File: config.mk
export PLATFORM = sky130hd
export DESIGN_NAME = jtag_mailbox_ctrl
export DESIGN_NICKNAME = d
export VERILOG_FILES = /design/src/rtl/jtag_mailbox_ctrl.sv
export SDC_FILE = /design/constraint.sdc
export NUM_CORES = 1
export LEC_CHECK = 0
export CAP_MARGIN = 20
export CORE_UTILIZATION = 50
export CTS_CLUSTER_SIZE = 20
export DETAILED_ROUTE_END_ITERATION = 12
export GPL_TIMING_DRIVEN = 0
export PLACE_DENSITY_LB_ADDON = 0.05
export REMOVE_ABC_BUFFERS = 1
export SLEW_MARGIN = 20
export SYNTH_ARGS = -nofsm -noshare
export SYNTH_HDL_FRONTEND = slang
export SYNTH_SLANG_ARGS = --single-unit
File: constraint.sdc
create_clock -name iMAIN_CLK -period 6.3 [get_ports iMAIN_CLK]
set_input_delay 1.26 -clock iMAIN_CLK [delete_from_list [all_inputs] [get_ports iMAIN_CLK]]
set_output_delay 1.26 -clock iMAIN_CLK [all_outputs]
set_load 0.02 [all_outputs]
File: src/rtl/jtag_mailbox_ctrl.sv
// Host-register mailbox: debounces host commands by tag, forwards READ/WRITE requests to a target.
// Optional request timeout is enabled by defining JTAG_MBOX_TIMEOUT_EN.
module jtag_mailbox_ctrl #(
    parameter int unsigned WIDTH          = 32,
    parameter int unsigned NUM_TARGETS    = 4,
    parameter int unsigned TIMEOUT_CYCLES = 1024
) (
    input  logic             iMAIN_CLK,
    input  logic             iRESET_N,
    input  logic [WIDTH-1:0] iHOST_CMD,
    input  logic [WIDTH-1:0] iHOST_WDATA,
    output logic [WIDTH-1:0] oHOST_STATUS,
    output logic [WIDTH-1:0] oHOST_RDATA,
    output logic             oREQ_VALID,
    output logic             oREQ_WE,
    output logic [3:0]       oREQ_TARGET,
    output logic [WIDTH-1:0] oREQ_WDATA,
    input  logic             iREQ_ACK,
    input  logic [WIDTH-1:0] iREQ_RDATA
);

    if (WIDTH < 32 || NUM_TARGETS < 1 || NUM_TARGETS > 16 || TIMEOUT_CYCLES < 1) begin : g_bad_param
        $error("jtag_mailbox_ctrl: parameter out of range");
    end

    localparam logic [1:0] OpNop   = 2'b00;
    localparam logic [1:0] OpWrite = 2'b01;
    localparam logic [1:0] OpRead  = 2'b10;

    localparam logic [1:0] CodeOk        = 2'b00;
    localparam logic [1:0] CodeBadTarget = 2'b01;
    localparam logic [1:0] CodeTimeout   = 2'b10;
    localparam logic [1:0] CodeBadOp     = 2'b11;

    typedef enum logic [1:0] {StIdle, StQualify, StIssue, StDone} state_e;

    state_e           state_q, state_d;
    logic [7:0]       last_tag_q, last_tag_d;
    logic [WIDTH-1:0] cap_cmd_q, cap_cmd_d;
    logic [WIDTH-1:0] cap_wdata_q, cap_wdata_d;
    logic [7:0]       st_tag_q, st_tag_d;
    logic             st_busy_q, st_busy_d;
    logic [1:0]       st_code_q, st_code_d;
    logic [WIDTH-1:0] rdata_q, rdata_d;
    logic             req_valid_q, req_valid_d;
    logic             req_we_q, req_we_d;
    logic [3:0]       req_target_q, req_target_d;
    logic [WIDTH-1:0] req_wdata_q, req_wdata_d;

    logic       new_tag, cmd_stable, bad_target, is_rw, issue_ok, ack_hit, expire;
    logic [1:0] cap_op;
    logic [3:0] cap_target;

    assign cap_op     = cap_cmd_q[9:8];
    assign cap_target = cap_cmd_q[15:12];
    assign new_tag    = (iHOST_CMD[7:0] != last_tag_q);
    assign cmd_stable = (iHOST_CMD == cap_cmd_q) && (iHOST_WDATA == cap_wdata_q);
    assign bad_target = (32'(cap_target) >= NUM_TARGETS);
    assign is_rw      = (cap_op == OpWrite) || (cap_op == OpRead);
    assign issue_ok   = is_rw && !bad_target;
    assign ack_hit    = req_valid_q && iREQ_ACK;

`ifdef JTAG_MBOX_TIMEOUT_EN
    localparam int unsigned CntW = $clog2(TIMEOUT_CYCLES + 1);

    logic [CntW-1:0] cnt_q, cnt_d;

    // Counts cycles spent in ISSUE; the expiry cycle is the TIMEOUT_CYCLES-th one.
    always_comb cnt_d = (state_q == StIssue) ? cnt_q + 1'b1 : '0;

    always_ff @(posedge iMAIN_CLK or negedge iRESET_N) begin
        if (!iRESET_N) cnt_q <= '0;
        else           cnt_q <= cnt_d;
    end

    assign expire = (cnt_q == CntW'(TIMEOUT_CYCLES - 1));
`else
    assign expire = 1'b0;
`endif

    always_ff @(posedge iMAIN_CLK or negedge iRESET_N) begin
        if (!iRESET_N) state_q <= StIdle;
        else           state_q <= state_d;
    end

    always_comb begin
        state_d = state_q;
        unique case (state_q)
            StIdle:    if (new_tag) state_d = StQualify;
            StQualify: begin
                if (cmd_stable)    state_d = issue_ok ? StIssue : StDone;
                else if (!new_tag) state_d = StIdle;
            end
            StIssue:   if (ack_hit || expire) state_d = StDone;
            StDone:    state_d = StIdle;
            default:   state_d = StIdle;
        endcase
    end

    always_comb begin
        last_tag_d   = last_tag_q;
        cap_cmd_d    = cap_cmd_q;
        cap_wdata_d  = cap_wdata_q;
        st_tag_d     = st_tag_q;
        st_busy_d    = st_busy_q;
        st_code_d    = st_code_q;
        rdata_d      = rdata_q;
        req_valid_d  = req_valid_q;
        req_we_d     = req_we_q;
        req_target_d = req_target_q;
        req_wdata_d  = req_wdata_q;
        unique case (state_q)
            StIdle: begin
                if (new_tag) begin
                    cap_cmd_d   = iHOST_CMD;
                    cap_wdata_d = iHOST_WDATA;
                end
            end
            StQualify: begin
                if (cmd_stable) begin
                    last_tag_d = cap_cmd_q[7:0];
                    st_tag_d   = cap_cmd_q[7:0];
                    if (issue_ok) begin
                        st_busy_d    = 1'b1;
                        st_code_d    = CodeOk;
                        req_valid_d  = 1'b1;
                        req_we_d     = (cap_op == OpWrite);
                        req_target_d = cap_target;
                        req_wdata_d  = cap_wdata_q;
                    end else begin
                        st_busy_d = 1'b0;
                        if (cap_op == OpNop)   st_code_d = CodeOk;
                        else if (!is_rw)       st_code_d = CodeBadOp;
                        else                   st_code_d = CodeBadTarget;
                    end
                end else begin
                    cap_cmd_d   = iHOST_CMD;
                    cap_wdata_d = iHOST_WDATA;
                end
            end
            StIssue: begin
                // An ack in the expiry cycle takes priority over the timeout.
                if (ack_hit) begin
                    req_valid_d = 1'b0;
                    st_busy_d   = 1'b0;
                    st_code_d   = CodeOk;
                    if (!req_we_q) rdata_d = iREQ_RDATA;
                end else if (expire) begin
                    req_valid_d = 1'b0;
                    st_busy_d   = 1'b0;
                    st_code_d   = CodeTimeout;
                end
            end
            default: ;
        endcase
    end

    always_ff @(posedge iMAIN_CLK or negedge iRESET_N) begin
        if (!iRESET_N) begin
            last_tag_q   <= '0;
            cap_cmd_q    <= '0;
            cap_wdata_q  <= '0;
            st_tag_q     <= '0;
            st_busy_q    <= 1'b0;
            st_code_q    <= CodeOk;
            rdata_q      <= '0;
            req_valid_q  <= 1'b0;
            req_we_q     <= 1'b0;
            req_target_q <= '0;
            req_wdata_q  <= '0;
        end else begin
            last_tag_q   <= last_tag_d;
            cap_cmd_q    <= cap_cmd_d;
            cap_wdata_q  <= cap_wdata_d;
            st_tag_q     <= st_tag_d;
            st_busy_q    <= st_busy_d;
            st_code_q    <= st_code_d;
            rdata_q      <= rdata_d;
            req_valid_q  <= req_valid_d;
            req_we_q     <= req_we_d;
            req_target_q <= req_target_d;
            req_wdata_q  <= req_wdata_d;
        end
    end

    assign oHOST_STATUS = {{(WIDTH - 11){1'b0}}, st_code_q, st_busy_q, st_tag_q};
    assign oHOST_RDATA  = rdata_q;
    assign oREQ_VALID   = req_valid_q;
    assign oREQ_WE      = req_we_q;
    assign oREQ_TARGET  = req_target_q;
    assign oREQ_WDATA   = req_wdata_q;

endmodule

==> flow_metrics.py <==
metrics = {
    "synthesis": {
        "postSynth.asyncResetShare_pct": 100,
        "yosys_warnings": 0,
        "yosys_register_bits": 147,
        "syn_area_um2": 6600,
        "synth.distinct_cells": 33,
        "syn_inst": 457,
        "ys_dominant_reg_cell": "dfrtp_1",
        "ys_top_cells_by_area": "dfrtp_1, mux2_2, xor2_1",
        "yosysSeqAreaShare_pct": 55.7,
        "synth.top_cell.area_share_pct": 55.7,
        "syn_avg_cell_area_um2": 14.4,
        "yosysTopAreaCell": "dfrtp_1",
        "yosysMostFrequentCell": "dfrtp_1",
        "synthTopCellsByCount": "dfrtp_1, mux2_2, xor2_1",
        "synth_edf_count": 0,
    },
    "finish": {
        "syn_to_final_growth_pct": 36.5,
        "final_area_um2": 9010,
        "num-nets-final": 749,
        "fin_cells": 828,
        "drive_above_1_share_pct": 24.8,
        "n_antenna_cell": 0,
    },
    "clock_tree": {
        "htree_levels": 4,
        "postCtsSetupBuffers": 0,
        "numCtsBuffers": 17,
        "clk_pin_slew_ns": 0.05,
        "clock_path_buffers": 2,
        "root_buffer": "clkbuf_16",
        "cts_tree": "built",
        "cts_resized": 0,
        "cts_sinks": 147,
        "clock_latency_ns": 0.41,
        "holdBufCountCts": 0,
    },
    "floorplan": {
        "row_count": 41,
        "die_width_um": 117,
        "core-area_um2": 12700,
        "io_pins": 201,
        "start_util_pct": 51.9,
        "die_area_um2": 13700,
        "die-height_um": 117,
    },
    "power": {
        "leakage_uw": 0.00407,
        "power.density_nw_per_um2": 222,
        "vdd_drop_max_v": 0.000138,
    },
    "timing": {
        "period_minus_slack_ns": 3.96,
        "clock-skew-final_ns": 0.00510,
        "finalHoldViolCount": 0,
        "rsz0062_at_grt": "no",
        "setup_viol": 0,
        "drv_slew": 0,
        "max_slew.worst_pin.slew_ns": 1.03,
        "fmax_ghz": 0.252,
        "slew_headroom_pct": 31.3,
        "fin_crit_sh_pct": 62.9,
    },
    "placed_design": {
        "dp_hpwl_um": 9820,
        "port_buffers": 179,
        "placed_area_um2": 8530,
        "place_congestion": 0.742,
        "placedCellCount": 800,
    },
    "setup_path": {
        "start_kind": "input pin",
        "r2r_slack_ns": 3.24,
        "r2r-end": "st_tag_q[3]$_DFFE_PN0P_",
        "path_depth": 7,
        "worstSetupEndpointType": "flip-flop",
        "critPathBufInv": 1,
        "path_cells": "clkdlybuf4s50_1, xor2_1, nor4_1, nand4_1, nor3_4, nor3b_2, mux2_2",
        "cp_slowest_cell": "nor3b_2",
        "critical_path.max_stage_delay_ns": 0.89,
        "reg2regPathDepth": 6,
        "worstPathArrival_ns": 4.26,
        "endpoint": "st_tag_q[3]$_DFFE_PN0P_",
        "required_ns": 6.60,
        "crit_family": "simple AND/OR/NAND/NOR gates",
        "crit_fanout": 12,
        "startpoint": "iHOST_CMD[2]",
        "crit_type": "input pin to flip-flop",
        "reg2reg_from": "cap_wdata_q[27]$_DFFE_PN0P_",
    },
    "detailed_routing": {
        "postRouteWirelength_um": 13500,
        "vias_per_cell": 5.00,
        "drtAntennaViolNets": 0,
        "wl_per_cell_um": 16.3,
        "dr.pass1.iters": 5,
        "drt_iter0_markers": 107,
        "drc_errors": 0,
        "vias": 4140,
    },
    "status": {
        "status": "finished clean",
    },
    "global_routing": {
        "grtUsageTotal_pct": 21.1,
        "grt_pass1_wl_um": 21500,
        "grt_max_degree": 77,
        "antenna_found_initial": 0,
        "grt_pass1_vias": 4391,
        "grt_overflow": 0,
    },
    "run": {
        "cap_viol_max_count": 0,
    },
    "hold_path": {
        "hp-class": "flip-flop to flip-flop",
    },
}
-- worst reg2reg max path, delay by kind of cell (launching register included) --
kind,cells,cell delay [ns]
muxes,1,0.43
DFF,1,0.41
and+or+nand+nor,4,1.94
xor gates and xnor gates,1,0.17
-- metal layers --
layer  share of wire [%]  routed length, µm  track usage [%]  up-vias
li1                    -                  -                -     1926
met1                  40               5440             24.9     2064
met2                  51               6890             36.3      132
met3                 6.8                921             6.64       18
met4                 1.6                218             7.68        0
met5                   0                  0                0        -
-- registers in the layout, indices dropped and copies added (netlist names), named ones only --
| signal | count |
|---|---|
| oHOST_RDATA | 32 |
| oREQ_WE | 1 |
| oREQ_VALID | 1 |
| oREQ_WDATA | 32 |
| state_q | 1 |
| cap_cmd_q | 32 |
| st_tag_q | 8 |
| cap_wdata_q | 32 |
| st_code_q | 2 |
| st_busy_q | 1 |
| oREQ_TARGET | 4 |
-- worst min path at each step --
stage	end	slack (ns)	from	depth (start not counted)
CTS	oREQ_WDATA[30]$_DFFE_PN0P_	0.49	oREQ_WDATA[30]$_DFFE_PN0P_	1
detailed placement	oREQ_WDATA[30]$_DFFE_PN0P_	0.48	oREQ_WDATA[30]$_DFFE_PN0P_	1
global route	oREQ_WDATA[30]$_DFFE_PN0P_	0.50	oREQ_WDATA[30]$_DFFE_PN0P_	1
global placement	oREQ_WDATA[30]$_DFFE_PN0P_	0.47	oREQ_WDATA[30]$_DFFE_PN0P_	1
finish	oREQ_WDATA[30]$_DFFE_PN0P_	0.48	oREQ_WDATA[30]$_DFFE_PN0P_	1
floorplan	cap_cmd_q[22]$_DFFE_PN0P_	0.48	cap_cmd_q[22]$_DFFE_PN0P_	1
-- layout make-up --
class / count / area, µm²
flip-flops and latches: 147 / 3680
inverters: 5 / 18.8
well taps: 172 / 215
clock buffers: 28 / 487
multi-input cells: 289 / 2690
fillers: 960 / 3710
repair buffers: 187 / 1920
-- cell families (layout without fill, tap and decap cells) --
| logic type | after synthesis | count (layout) | share of synthesized area (%) |
|---|---|---|---|
| XOR/XNOR | 72 | 72 | 9.55 |
| flip-flops | 147 | 147 | 55.7 |
| AO/OA/AOI/OAI | 7 | 7 | 0.929 |
| adder cells (fa/ha/maj) | 3 | 3 | 0.569 |
| other | 1 | 21 | 0.0568 |
| AND/OR/NAND/NOR | 45 | 45 | 4.44 |
| multiplexers | 141 | 141 | 24.0 |
| buffers and inverters | 41 | 220 | 4.72 |
-- layout by cell type (no fill, tap or decap), drive strengths merged, types with 3 or more instances in the layout --
cell and n:
buf 9, clkbuf 28, clkdlybuf4s50 178, conb 21, dfrtp 147, ha 3, inv 5, mux2 139
nand2 7, nand4 7, nor2 4, nor4 18, xnor2 7, xor2 65
-- per-stage QoR --
stage	setup slack, ns	total power (µW)	setup TNS (ns)	hold WS [ns]	util [%]
2_1_floorplan	2.32	1060	0	0.479	-
5_1_grt	2.20	2080	0	0.499	70.8
4_1_cts	2.37	2020	0	0.487	70.8
6_report	2.34	2000	0	0.480	70.8
3_5_place_dp	1.92	1170	0	0.475	67.0
3_3_place_gp	-1.84	1160	-269.12	0.468	66.0
-- power breakdown --
part	switching, µW	internal [µW]	total [µW]
clock	339	515	854
combinational	72.1	92.8	165
sequential	17.5	966	984
No activity file was read; power rests on OpenSTA's default activity.
